[config.mk]
export PLATFORM = sky130hd
export DESIGN_NAME = candy_vend_ctrl
export DESIGN_NICKNAME = d
export VERILOG_FILES = /design/src/rtl/candy_vend_ctrl.sv
export SDC_FILE = /design/constraint.sdc
export NUM_CORES = 1
export LEC_CHECK = 0
export BUFFER_PORTS_ARGS = -buffer_cell sky130_fd_sc_hd__buf_2
export CAP_MARGIN = 20
export CORE_UTILIZATION = 50
export CTS_CLUSTER_DIAMETER = 80
export DETAILED_ROUTE_END_ITERATION = 8
export PLACE_DENSITY = 0.75
export SLEW_MARGIN = 20
export SYNTH_ARGS = -nofsm -noshare
export SYNTH_HDL_FRONTEND = slang
export SYNTH_SLANG_ARGS = --single-unit
[constraint.sdc]
create_clock -name clk_100MHz -period 3.29 [get_ports clk_100MHz]
set_input_delay 0.4935 -clock clk_100MHz [delete_from_list [all_inputs] [get_ports clk_100MHz]]
set_output_delay 0.4935 -clock clk_100MHz [all_outputs]
set_load 0.02 [all_outputs]
[src/rtl/candy_vend_ctrl.sv]
// rtl/candy_vend_ctrl.sv - candy machine vending FSM: coin credit, dispense timing, change and idle refund
module candy_vend_ctrl #(
    parameter int PRICE          = 65,
    parameter int DISPENSE_TICKS = 6,
    parameter int TIMEOUT_TICKS  = 20
) (
    input  logic       clk_100MHz,
    input  logic       reset_n,
    input  logic       clk_2Hz,
    input  logic       coin_nickel,
    input  logic       coin_dime,
    input  logic       coin_quarter,
    input  logic       cancel,
    output logic [7:0] credit,
    output logic       dispense,
    output logic       led_blink,
    output logic [7:0] change_cents,
    output logic       change_valid,
    output logic       coin_reject,
    output logic       busy
);

    typedef enum logic [1:0] {
        ST_IDLE,
        ST_CREDIT,
        ST_DISPENSE,
        ST_REFUND
    } state_t;

    localparam logic [8:0] PRICE_W   = 9'(PRICE);
    localparam logic [7:0] DISP_LAST = 8'(DISPENSE_TICKS - 1);
    localparam logic [7:0] TO_LAST   = 8'(TIMEOUT_TICKS - 1);

    state_t     state_q, state_d;
    logic [7:0] credit_q, credit_d;
    logic       dispense_q, dispense_d;
    logic       led_q, led_d;
    logic [7:0] change_q, change_d;
    logic       change_valid_q, change_valid_d;
    logic       coin_reject_q, coin_reject_d;
    logic       busy_q, busy_d;
    logic [7:0] tick_cnt_q, tick_cnt_d;
    logic [7:0] disp_cnt_q, disp_cnt_d;

    // clk_2Hz is data here: two sync stages, one history stage for edge detect,
    // and an arm shift so a level already high at reset release is not a rise
    logic       sync1_q, sync1_d, sync2_q, sync2_d, sync3_q, sync3_d;
    logic [2:0] arm_q, arm_d;
    logic       tick_q, tick_d;

    logic [7:0] coin_val;
    logic       coin_any;
    logic       lower_rej;
    logic [8:0] sum;
    logic [8:0] over;
    logic       go_dispense;
    logic       go_refund;

    // synchronizer and registered tick pulse, three cycles after the clk_2Hz rise
    always_comb begin
        sync1_d = clk_2Hz;
        sync2_d = sync1_q;
        sync3_d = sync2_q;
        arm_d   = {arm_q[1:0], 1'b1};
        tick_d  = sync2_q & ~sync3_q & arm_q[2];
    end

    // coin priority decode: quarter > dime > nickel, losers flagged for reject
    always_comb begin
        coin_val  = 8'd0;
        if (coin_quarter)     coin_val = 8'd25;
        else if (coin_dime)   coin_val = 8'd10;
        else if (coin_nickel) coin_val = 8'd5;
        coin_any  = coin_quarter | coin_dime | coin_nickel;
        lower_rej = (coin_quarter & (coin_dime | coin_nickel)) | (coin_dime & coin_nickel);
        sum       = {1'b0, credit_q} + {1'b0, coin_val};
        over      = sum - PRICE_W;
    end

    // next state and next registered outputs
    always_comb begin
        state_d        = state_q;
        credit_d       = credit_q;
        dispense_d     = dispense_q;
        led_d          = led_q;
        change_d       = change_q;
        change_valid_d = 1'b0;
        coin_reject_d  = 1'b0;
        busy_d         = busy_q;
        tick_cnt_d     = tick_cnt_q;
        disp_cnt_d     = disp_cnt_q;
        go_dispense    = 1'b0;
        go_refund      = 1'b0;

        case (state_q)
            ST_IDLE: begin
                credit_d   = 8'd0;
                tick_cnt_d = 8'd0;
                if (coin_any) begin
                    coin_reject_d = lower_rej;
                    credit_d      = coin_val;
                    if (sum >= PRICE_W) go_dispense = 1'b1;
                    else                state_d     = ST_CREDIT;
                end
            end
            ST_CREDIT: begin
                if (cancel) begin
                    coin_reject_d = coin_any;
                    go_refund     = 1'b1;
                end else if (coin_any) begin
                    coin_reject_d = lower_rej;
                    tick_cnt_d    = 8'd0;
                    credit_d      = sum[7:0];
                    if (sum >= PRICE_W) go_dispense = 1'b1;
                end else if (tick_q) begin
                    if (tick_cnt_q == TO_LAST) go_refund  = 1'b1;
                    else                       tick_cnt_d = tick_cnt_q + 8'd1;
                end
            end
            ST_DISPENSE: begin
                coin_reject_d = coin_any;
                if (tick_q) begin
                    if (disp_cnt_q == DISP_LAST) begin
                        change_valid_d = 1'b1;
                        credit_d       = 8'd0;
                        dispense_d     = 1'b0;
                        led_d          = 1'b0;
                        busy_d         = 1'b0;
                        state_d        = ST_IDLE;
                    end else begin
                        led_d      = ~led_q;
                        disp_cnt_d = disp_cnt_q + 8'd1;
                    end
                end
            end
            ST_REFUND: begin
                coin_reject_d = coin_any;
                credit_d      = 8'd0;
                busy_d        = 1'b0;
                state_d       = ST_IDLE;
            end
            default: state_d = ST_IDLE;
        endcase

        if (go_dispense) begin
            change_d   = over[7:0];
            credit_d   = sum[7:0];
            disp_cnt_d = 8'd0;
            tick_cnt_d = 8'd0;
            dispense_d = 1'b1;
            led_d      = 1'b1;
            busy_d     = 1'b1;
            state_d    = ST_DISPENSE;
        end
        if (go_refund) begin
            change_d       = credit_q;
            credit_d       = 8'd0;
            change_valid_d = 1'b1;
            busy_d         = 1'b1;
            tick_cnt_d     = 8'd0;
            state_d        = ST_REFUND;
        end
    end

    // state, output and synchronizer registers
    always_ff @(posedge clk_100MHz or negedge reset_n) begin
        if (!reset_n) begin
            state_q        <= ST_IDLE;
            credit_q       <= 8'd0;
            dispense_q     <= 1'b0;
            led_q          <= 1'b0;
            change_q       <= 8'd0;
            change_valid_q <= 1'b0;
            coin_reject_q  <= 1'b0;
            busy_q         <= 1'b0;
            tick_cnt_q     <= 8'd0;
            disp_cnt_q     <= 8'd0;
            sync1_q        <= 1'b0;
            sync2_q        <= 1'b0;
            sync3_q        <= 1'b0;
            arm_q          <= 3'd0;
            tick_q         <= 1'b0;
        end else begin
            state_q        <= state_d;
            credit_q       <= credit_d;
            dispense_q     <= dispense_d;
            led_q          <= led_d;
            change_q       <= change_d;
            change_valid_q <= change_valid_d;
            coin_reject_q  <= coin_reject_d;
            busy_q         <= busy_d;
            tick_cnt_q     <= tick_cnt_d;
            disp_cnt_q     <= disp_cnt_d;
            sync1_q        <= sync1_d;
            sync2_q        <= sync2_d;
            sync3_q        <= sync3_d;
            arm_q          <= arm_d;
            tick_q         <= tick_d;
        end
    end

    assign credit       = credit_q;
    assign dispense     = dispense_q;
    assign led_blink    = led_q;
    assign change_cents = change_q;
    assign change_valid = change_valid_q;
    assign coin_reject  = coin_reject_q;
    assign busy         = busy_q;

endmodule
## Word level (Yosys, flattened, before mapping)

Cells that the tools add are included.

| storage, ports and cells | value |
|---|---|
| word-level logic and storage cells | 118 |
| input port bits | 7 |
| output and inout bits | 21 |
| register bits | 46 |

| cells by class | value |
|---|---|
| $add $sub $neg | 4 |
| equality and inequality tests | 14 |
| bitwise logic cells | 10 |
| multiplexer cells | 58 |
| $lt $le $gt $ge | 1 |
| reductions and logical operators | 16 |

Operators with widths:

| cell | number |
|---|---|
| $mux W8 | 18 |
| $pmux W8 S4 | 1 |
| $mux W1 | 24 |
| $ne A4 B4 Y1 const B | 6 |
| $add A8 B1 Y8 const B | 2 |
| $pmux W8 S2 | 1 |
| $mux W2 | 6 |
| $mux W5 | 2 |
| $ne A5 B5 Y1 const B | 2 |
| $add A8 B5 Y9 | 1 |
| $ge A9 B7 Y1 const B | 1 |
| $reduce_and A3 Y1 | 3 |
| $eq A8 B3 Y1 const B | 1 |
| $eq A8 B5 Y1 const B | 1 |
| $reduce_and A4 Y1 | 2 |
| $reduce_bool A2 Y1 | 4 |
| $reduce_bool A4 Y1 | 2 |
| $sub A8 B7 Y8 const B | 1 |
| $pmux W2 S3 | 1 |
| $reduce_and A5 Y1 | 1 |
| $reduce_bool A5 Y1 | 1 |
| $and A1 B1 Y1 | 4 |
| $eq A2 B2 Y1 const B | 2 |
| $mux W4 | 1 |
| 10 further kinds | 15 |

## Logic depth before layout (Yosys ltp)

Gate-level depths: netlist (run 1).

| logic depth | value |
|---|---|
| word-level depth | 11 |
| depth in mapped cells | 13 |
| gate-level depth less buffers | 11 |

## Least setup slack after synthesis (run 1)

No wires, ideal clock.

| path | value |
|---|---|
| path type | input port to flip-flop |
| start | input coin_dime |
| end | register state_q[1] |
| setup time | 0.126 ns |
| arrival | 3.065 ns |
| stages on the path | 10 |
| data required time | 3.164 ns |
| setup slack | 0.099 ns |
| buffers on the path | 1 |
| path through | or2_2 > nor2_1 > ha_1 > and3_1 > or3_1 > a221o_1 > o311ai_4 > nand2_2 > buf_6 > o32a_1 |

| on the way | value |
|---|---|
| word-level cells in the longest chain between the ends | 10 |
| elaborated cells between the ends (all ways) | 21 |
| classes of those cells | add/sub (1); order compare (1); eq/ne (4); mux (11); bitwise (2); reduce/logical (2) |

Ends and longest elaborated chain:

| element | RTL line | text |
|---|---|---|
| from (decl) | 11 | `input logic coin_dime,` |
| $mux W4 | 72 | `else if (coin_dime) coin_val = 8'd10;` |
| $mux W5 | 71 | `if (coin_quarter) coin_val = 8'd25;` |
| $add A8 B5 Y9 | 76 | `sum = {1'b0, credit_q} + {1'b0, coin_val};` |
| $ge A9 B7 Y1 | 102, 114 |  |
| $mux W1 | 102, 114 |  |
| $mux W1 | 110 | `end else if (coin_any) begin` |
| $mux W1 | 107 | `if (cancel) begin` |
| $pmux W1 S2 | 95 | `case (state_q)` |
| $ne A4 B4 Y1 (no line), or another cell as far along | - |  |
| $reduce_and A5 Y1 (no line) / $mux W2 (equally long branches) | - |  |
| to (signal assigned) | 184 | `state_q <= state_d;` |
| to (decl) | 34 | `state_t state_q, state_d;` |

Parallel ways exist; a longest one is shown, timed or not.
A chain may end at the register's enable or synchronous reset.

## Worst setup path after layout (run 1)

| path | value |
|---|---|
| start | input coin_quarter |
| end | register state_q[1] |

| on the way | value |
|---|---|
| word-level cells in the longest chain between the ends | 9 |
| elaborated cells between the ends (all ways) | 20 |
| classes of those cells | add/sub (1); order compare (1); eq/ne (4); mux (10); bitwise (2); reduce/logical (2) |

Ends and longest elaborated chain:

| element | RTL line | text |
|---|---|---|
| from (decl) | 12 | `input logic coin_quarter,` |
| $mux W5 | 71 |  |
| $add A8 B5 Y9 | 76 |  |
| $ge A9 B7 Y1 | 102, 114 |  |
| $mux W1 | 102, 114 |  |
| $mux W1 | 110 |  |
| $mux W1 | 107 |  |
| $pmux W1 S2 | 95 |  |
| $ne A4 B4 Y1 (no line), or another cell as far along | - |  |
| $reduce_and A5 Y1 (no line) / $mux W2 (equally long branches) | - |  |

Parallel ways exist; a longest one is shown, timed or not.

==> insert_results.sql, run 1 <==
INSERT INTO impl_metrics (metric_group, metric, value, unit) VALUES
('status', 'outcome', 'complete, no violations', ''),
('floorplan', 'initial_core_util', '52.59', '%'),
('cells_and_area', 'area_delta_synth_final', '20.19', '%'),
('synthesis', 'synth_area', '2932', 'um2'),
('floorplan', 'chipHeight', '78.57', 'um'),
('clocking', 'cts_tree', 'done', ''),
('grt', 'grt.met3_usage', '3.605', '%'),
('grt', 'grt.total_usage', '24.63', '%'),
('timing', 'post-route-period-util', '95.73', '%'),
('clocking', 'cts_htree_levels', '2', ''),
('timing', 'finalHoldViolations', '0', ''),
('synthesis', 'most_frequently_used_flop_master_after_synthesis', 'dfrtp_1', ''),
('run', 'maxCapViolCount', '0', ''),
('cells_and_area', 'n_antenna_cell', '0', ''),
('clocking', 'cts-buffers-inserted', '5', ''),
('floorplan', 'floorplan.io_pins', '28', ''),
('timing', 'final-max-slew-violation-count', '0', ''),
('critical_path', 'worst_ep_required_time', '3.49', 'ns'),
('detailed_routing', 'drtPass1Iterations', '4', ''),
('cells_and_area', 'post_route_cells_drive_above_1_share', '23.56', '%'),
('timing', 'hold_slack', '0.1693', 'ns'),
('cells_and_area', 'layout.nets', '405', ''),
('synthesis', 'ys_async_sr_fraction', '100.0', '%'),
('min_path', 'min_path_type', 'primary input to asynchronous set/reset pin', ''),
('timing', 'fin_worst_skew', '0.003784', 'ns'),
('critical_path', 'cp-end-kind', 'flip-flop', ''),
('critical_path', 'critical_path.max_stage_delay', '0.42', 'ns'),
('clocking', 'clk_transition_reported_paths', '0.09', 'ns'),
('detailed_routing', 'avgViaCountPerCell', '5.872', ''),
('clocking', 'postCtsSetupBuffers', '0', ''),
('critical_path', 'critical_path.reg2reg.endpoint', 'state_q[1]$_DFFE_PN0P_', ''),
('cells_and_area', 'layout_commonest_cell', 'dfrtp_1', ''),
('timing', 'finalSetupTns', '0', 'ns'),
('placement', 'io_buffer_count', '27', ''),
('critical_path', 'timing.critical_path.cells', 'buf_2, o21bai_1, ha_1, fa_2, a21o_1, a211o_1, a221o_1, o311ai_4, and2_4, buf_12, a21boi_0, o32a_1', ''),
('grt', 'use_met2', '42.17', '%'),
('synthesis', 'yosys_warnings', '0', ''),
('grt', 'grt_remaining_overflow', '0', ''),
('timing', 'max_slew.worst_pin.slew', '0.5888', 'ns'),
('timing', 'rsz0062_at_grt', 'false', ''),
('detailed_routing', 'drc', '0', ''),
('floorplan', 'overall_die_area', '6173', 'um2'),
('synthesis', 'number_of_flops_mapped_to_enable_cells_by_yosys', '0', ''),
('grt', 'via_count_of_the_first_global_routing_pass', '2616', ''),
('grt', 'grt_antenna_before_repair', '0', ''),
('clocking', 'clk-insertion-delay-late', '0.31', 'ns'),
('critical_path', 'timing.critical_path.max_delay_family', 'compound AO/OA/AOI/OAI gates', ''),
('synthesis', 'synth-seq-area-share', '39.27', '%'),
('clocking', 'cts_root_buf', 'clkbuf_8', ''),
('detailed_routing', 'drtAntennaViolNets', '0', ''),
('critical_path', 'critPathArrivalTime', '3.35', 'ns'),
('timing', 'fmax', '0.3175', 'GHz'),
('critical_path', 'r2r_cells', '10', ''),
('critical_path', 'worst-path-buf-inv', '2', ''),
('timing', 'min_period', '3.149', 'ns'),
('timing', 'finalSetupViolations', '0', ''),
('critical_path', 'timing_worst_setup_path_type', 'primary input to flip-flop', ''),
('cells_and_area', 'layout_common_cells', '46 x dfrtp_1, 37 x nand2_1, 37 x buf_4', ''),
('grt', 'grt.busiest_layer', 'met2', ''),
('critical_path', 'critical_path.max_fanout', '16', ''),
('placement', 'dp_hpwl', '5230', 'um'),
('synthesis', 'synthDistinctLibCells', '59', ''),
('clocking', 'postCtsHoldBufs', '0', ''),
('cells_and_area', 'register_area', '1151', 'um2'),
('detailed_routing', 'initialDrtViolationCount', '209', ''),
('clocking', 'cts_sink_count', '46', ''),
('pwr', 'leakage', '1.669', 'nW'),
('cells_and_area', 'number_of_filler_cells_placed_in_the_layout', '475', ''),
('critical_path', 'critical_path_source_type', 'primary input', ''),
('synthesis', 'synthesis.area_per_instance', '9.133', 'um2'),
('synthesis', 'synth-seq-cells', '46', '');
[synthesized netlist by cell type (3+ instances only)]
cell type	instances	area share (%)
a21o_1	7	1.8
a21oi_1	15	2.6
a31oi_1	11	2.3
a32oi_1	5	1.5
and2_1	4	0.85
and3_1	7	1.5
buf_6	4	1.5
clkbuf_1	7	0.90
dfrtp_1	46	39
ha_1	16	6.8
inv_1	11	1.4
mux2i_1	9	3.1
nand2_1	37	4.7
nand2b_1	7	1.5
nand3_1	13	2.2
nand4_1	5	1.1
nor2_1	23	2.9
nor2b_1	3	0.64
nor4_1	3	0.64
o211ai_1	4	1.0
o21ai_0	24	4.1
o31ai_1	6	1.5
xnor2_1	6	1.8
xor2_1	4	1.2
[layout make-up]
type | count | area share, %
timing repair buffer | 66 | 12.78
clock inverter | 3 | 0.8168
multi-input combinational | 251 | 48.05
sequential | 46 | 32.67
inverter | 11 | 1.172
clock buffer | 5 | 1.953
tap | 72 | 2.557
[logic make-up after synthesis]
family | after synthesis | synth area share (%)
simple gates | 119 | 20.96
flops | 46 | 39.27
other cells | 1 | 0.1279
buf+inv | 24 | 4.183
fa+ha+maj | 17 | 7.512
compound gates | 94 | 21.51
mux | 10 | 3.457
xor+xnor | 10 | 2.987
[worst max path at each step]
stage	startpoint	endpoint	depth (start not counted)
floorplan	coin_dime	state_q[1]$_DFFE_PN0P_	10
global placement	coin_dime	state_q[0]$_DFFE_PN0P_	12
detailed placement	coin_dime	credit[3]$_DFFE_PN0P_	12
CTS	coin_dime	state_q[1]$_DFFE_PN0P_	12
global route	coin_quarter	state_q[1]$_DFFE_PN0P_	12
finish	coin_quarter	state_q[1]$_DFFE_PN0P_	12
[timing repair]
action                                 4_1_cts  5_1_grt
endpoints found under the hold margin        0        0
setup endpoints to repair                    0        7
gates resized for setup                      0       11
[power breakdown]
part / switching, mW / internal (mW) / leakage [nW]
Clock: 0.217 / 0.159 / 0.0506
Combinational: 0.871 / 0.603 / 1.02
Sequential: 0.123 / 0.689 / 0.601
Total: 1.21 / 1.45 / 1.67
[metrics by stage]
stage | instance area [um2] | setup slack, ns | instances | total power [mW] | util (%)
floorplan | 2932 | 0.09901 | 321 | 1.750 | -
global placement | 3381 | -0.1493 | 446 | 2.215 | 60.65
global route | 3523 | 0.03108 | 454 | 2.845 | 63.21
CTS | 3478 | 0.1025 | 454 | 2.641 | 62.40
detailed placement | 3381 | -0.1907 | 446 | 2.241 | 60.65
finish | 3523 | 0.1406 | 454 | 2.662 | 63.21
[layer usage]
layer / routed length, um / up-vias
li1: - / 1293
met1: 3332 / 1297
met2: 3383 / 63
met3: 278 / 13
met4: 117 / 0
met5: 0 / -
[registers in the layout, summed over array words and instances, names as in the netlist, 2 cells and up]
register,cells
change_cents,8
credit,8
disp_cnt_q,8
tick_cnt_q,8
arm_q,3
state_q,2
Power figures use the tool's default switching activity.
==> inputs of run 2 (changes only) <==
TNS_END_PERCENT = 20   (was default)
clock period = 3.5 ns   (was 3.29 ns; I/O delays follow)
==> insert_results.sql, run 2 (same netlist as run 1, synthesis figures left out) <==
INSERT INTO impl_metrics (metric_group, metric, value, unit) VALUES
('floorplan', 'core_region_area', '5574', 'um2'),
('clocking', 'clk_transition_reported_paths', '0.10', 'ns'),
('clocking', 'cts_buffer_depth', '2', ''),
('detailed_routing', 'routed_wl', '7219', 'um'),
('critical_path', 'cp-end-kind', 'flip-flop', ''),
('timing', 'finalSetupViolations', '0', ''),
('floorplan', 'floorplan.io_pins', '28', ''),
('critical_path', 'timing_worst_setup_path_type', 'primary input to flip-flop', ''),
('timing', 'final-max-slew-violation-count', '0', ''),
('detailed_routing', 'drtAntennaViolNets', '0', ''),
('timing', 'slew_headroom', '45.58', '%'),
('pwr', 'p_switching', '1.127', 'mW'),
('floorplan', 'chipHeight', '78.57', 'um'),
('run', 'maxCapViolCount', '0', ''),
('pwr', 'vdd_drop_max', '0.0004125', 'V'),
('pwr', 'cell_internal_power', '1.314', 'mW'),
('cells_and_area', 'final_cell_count_no_fill', '443', ''),
('cells_and_area', 'utilization_after_layout', '61.19', '%'),
('detailed_routing', 'detailroute.via_count', '2620', ''),
('placement', 'post-place-cells', '435', ''),
('cells_and_area', 'number_of_filler_cells_placed_in_the_layout', '495', ''),
('timing', 'finalSetupTns', '0', 'ns'),
('timing', 'fin_worst_skew', '0.004962', 'ns'),
('pwr', 'leakage', '1.616', 'nW'),
('grt', 'pin_count_of_the_biggest_net_entering_global_routing', '47', ''),
('pwr', 'share_comb_of_total_power', '54.3', '%'),
('timing', 'finalHoldViolations', '0', ''),
('critical_path', 'critical_path_source_type', 'primary input', ''),
('cells_and_area', 'layout_commonest_cell', 'dfrtp_1', ''),
('timing', 'rsz0062_at_grt', 'false', ''),
('clocking', 'postCtsSetupBuffers', '0', ''),
('grt', 'via_count_of_the_first_global_routing_pass', '2450', ''),
('floorplan', 'placement_rows', '27', ''),
('detailed_routing', 'avgViaCountPerCell', '5.914', ''),
('grt', 'grt_antenna_before_repair', '0', ''),
('critical_path', 'critical_path.max_fanout', '16', ''),
('pwr', 'netSwitchingFraction', '46.18', '%'),
('grt', 'grt.met3_usage', '4.419', '%'),
('detailed_routing', 'drtPass1Iterations', '5', ''),
('detailed_routing', 'route.detailed.wl_per_inst', '16.30', 'um'),
('cells_and_area', 'multi_input_area', '1658', 'um2'),
('cells_and_area', 'post_route_cells_drive_above_1_share', '19.68', '%'),
('placement', 'finalWeightedCongestion', '0.9367', ''),
('pwr', 'share_clk_of_total_power', '14.6', '%'),
('grt', 'met1_usage', '33.46', '%'),
('critical_path', 'crit-reg2reg-launch', 'credit[0]$_DFFE_PN0P_', ''),
('placement', 'io_buffer_count', '27', ''),
('min_path', 'min_path_type', 'primary input to asynchronous set/reset pin', ''),
('cells_and_area', 'n_antenna_cell', '0', ''),
('clocking', 'cts_sink_count', '46', ''),
('grt', 'use_met2', '40.26', '%'),
('timing', 'min_period', '3.267', 'ns'),
('clocking', 'cts_htree_levels', '2', ''),
('detailed_routing', 'drc', '0', ''),
('pwr', 'power.sequential.fraction', '31.1', '%'),
('grt', 'grt_pass1_wl', '11920', 'um'),
('clocking', 'postCtsHoldBufs', '0', ''),
('grt', 'grt.total_usage', '25.02', '%'),
('clocking', 'cts-buffers-inserted', '5', ''),
('clocking', 'cts_root_buf', 'clkbuf_8', ''),
('timing', 'fmax', '0.3061', 'GHz'),
('timing', 'hold_slack', '0.1978', 'ns'),
('placement', 'dp_hpwl', '5290', 'um'),
('cells_and_area', 'area_delta_synth_final', '16.35', '%'),
('floorplan', 'overall_die_area', '6173', 'um2'),
('critical_path', 'worstSetupStartpoint', 'coin_dime', ''),
('detailed_routing', 'initialDrtViolationCount', '242', ''),
('cells_and_area', 'layout_common_cells', '46 x dfrtp_1, 37 x nand2_1, 27 x buf_4', ''),
('timing', 'post-route-period-util', '93.34', '%'),
('grt', 'grt.busiest_layer', 'met2', ''),
('clocking', 'cts-resized-gates', '0', ''),
('floorplan', 'die_x', '78.57', 'um'),
('timing', 'max_slew.worst_pin.slew', '0.8126', 'ns'),
('critical_path', 'critPathArrivalTime', '3.51', 'ns'),
('pwr', 'power_density', '715.7', 'nW/um2'),
('clocking', 'clk-insertion-delay-late', '0.31', 'ns'),
('status', 'outcome', 'complete, no violations', ''),
('grt', 'grt_remaining_overflow', '0', ''),
('clocking', 'cts_tree', 'done', ''),
('cells_and_area', 'layout.nets', '394', ''),
('critical_path', 'worst_ep_required_time', '3.74', 'ns'),
('cells_and_area', 'register_area', '1151', 'um2'),
('floorplan', 'initial_core_util', '52.59', '%');
==> run 2: cell types whose count changed in the layout (fill, tap and decap cells not counted), sizes merged <==
cell	previous run	this run
buf	66	55
==> run 2: area by class of cell <==
type,instances,area share [%]
Sequential cell,46,33.75
Clock buffer,5,2.018
Tap cell,72,2.641
Inverter,11,1.211
Timing Repair Buffer,55,10.93
Clock inverter,3,0.8437
Multi-Input combinational cell,251,48.61
==> run 2: power groups by stage <==
stage	clock [mW]	combinational (mW)	sequential, mW
final	0.357	1.32	0.760
after global routing	0.383	1.46	0.775
after CTS	0.364	1.31	0.757
after detailed placement	0	1.30	0.768
after global placement	0	1.27	0.767
after floorplan	0	0.800	0.845
==> run 2: worst paths after layout <==
path                                             endpoint  slack, ns  cells past startpoint
max in group asynchronous       disp_cnt_q[1]$_DFFE_PN0P_       2.91                      1
worst max-delay path               state_q[0]$_DFFE_PN0P_       0.23                     12
worst min-delay path            disp_cnt_q[3]$_DFFE_PN0P_       0.20                      1
worst min register to register         arm_q[2]$_DFF_PN0_       0.36                      0
min in group clk_100MHz                 sync1_q$_DFF_PN0_       0.32                      1
worst max register to register      credit[5]$_DFFE_PN0P_       0.34                     11
==> run 2: routing by layer <==
metal / wire, um / part of all wire [%]
met5: 0 / 0
met4: 168 / 2.3
met3: 329 / 4.6
met2: 3384 / 47
met1: 3337 / 46
==> run 2: worst max-delay path, stage by stage <==
cell     delay [ns]
buf_2          0.11
or2_2          0.31
nor2_1         0.14
ha_1           0.24
nand3_1        0.11
o22ai_1        0.28
mux2_2         0.39
or4_1          0.52
and2_1         0.28
buf_12         0.18
a32oi_1        0.21
mux2i_1        0.21
==> run 2: metrics by stage <==
stage | power (mW) | instance area, um2 | worst slack (ns)
floorplan | 1.645 | 2932 | 0.2775
global placement | 2.038 | 3311 | -0.005699
detailed placement | 2.069 | 3311 | -0.1404
CTS | 2.434 | 3408 | 0.1768
global route | 2.616 | 3411 | 0.07757
finish | 2.441 | 3411 | 0.2332
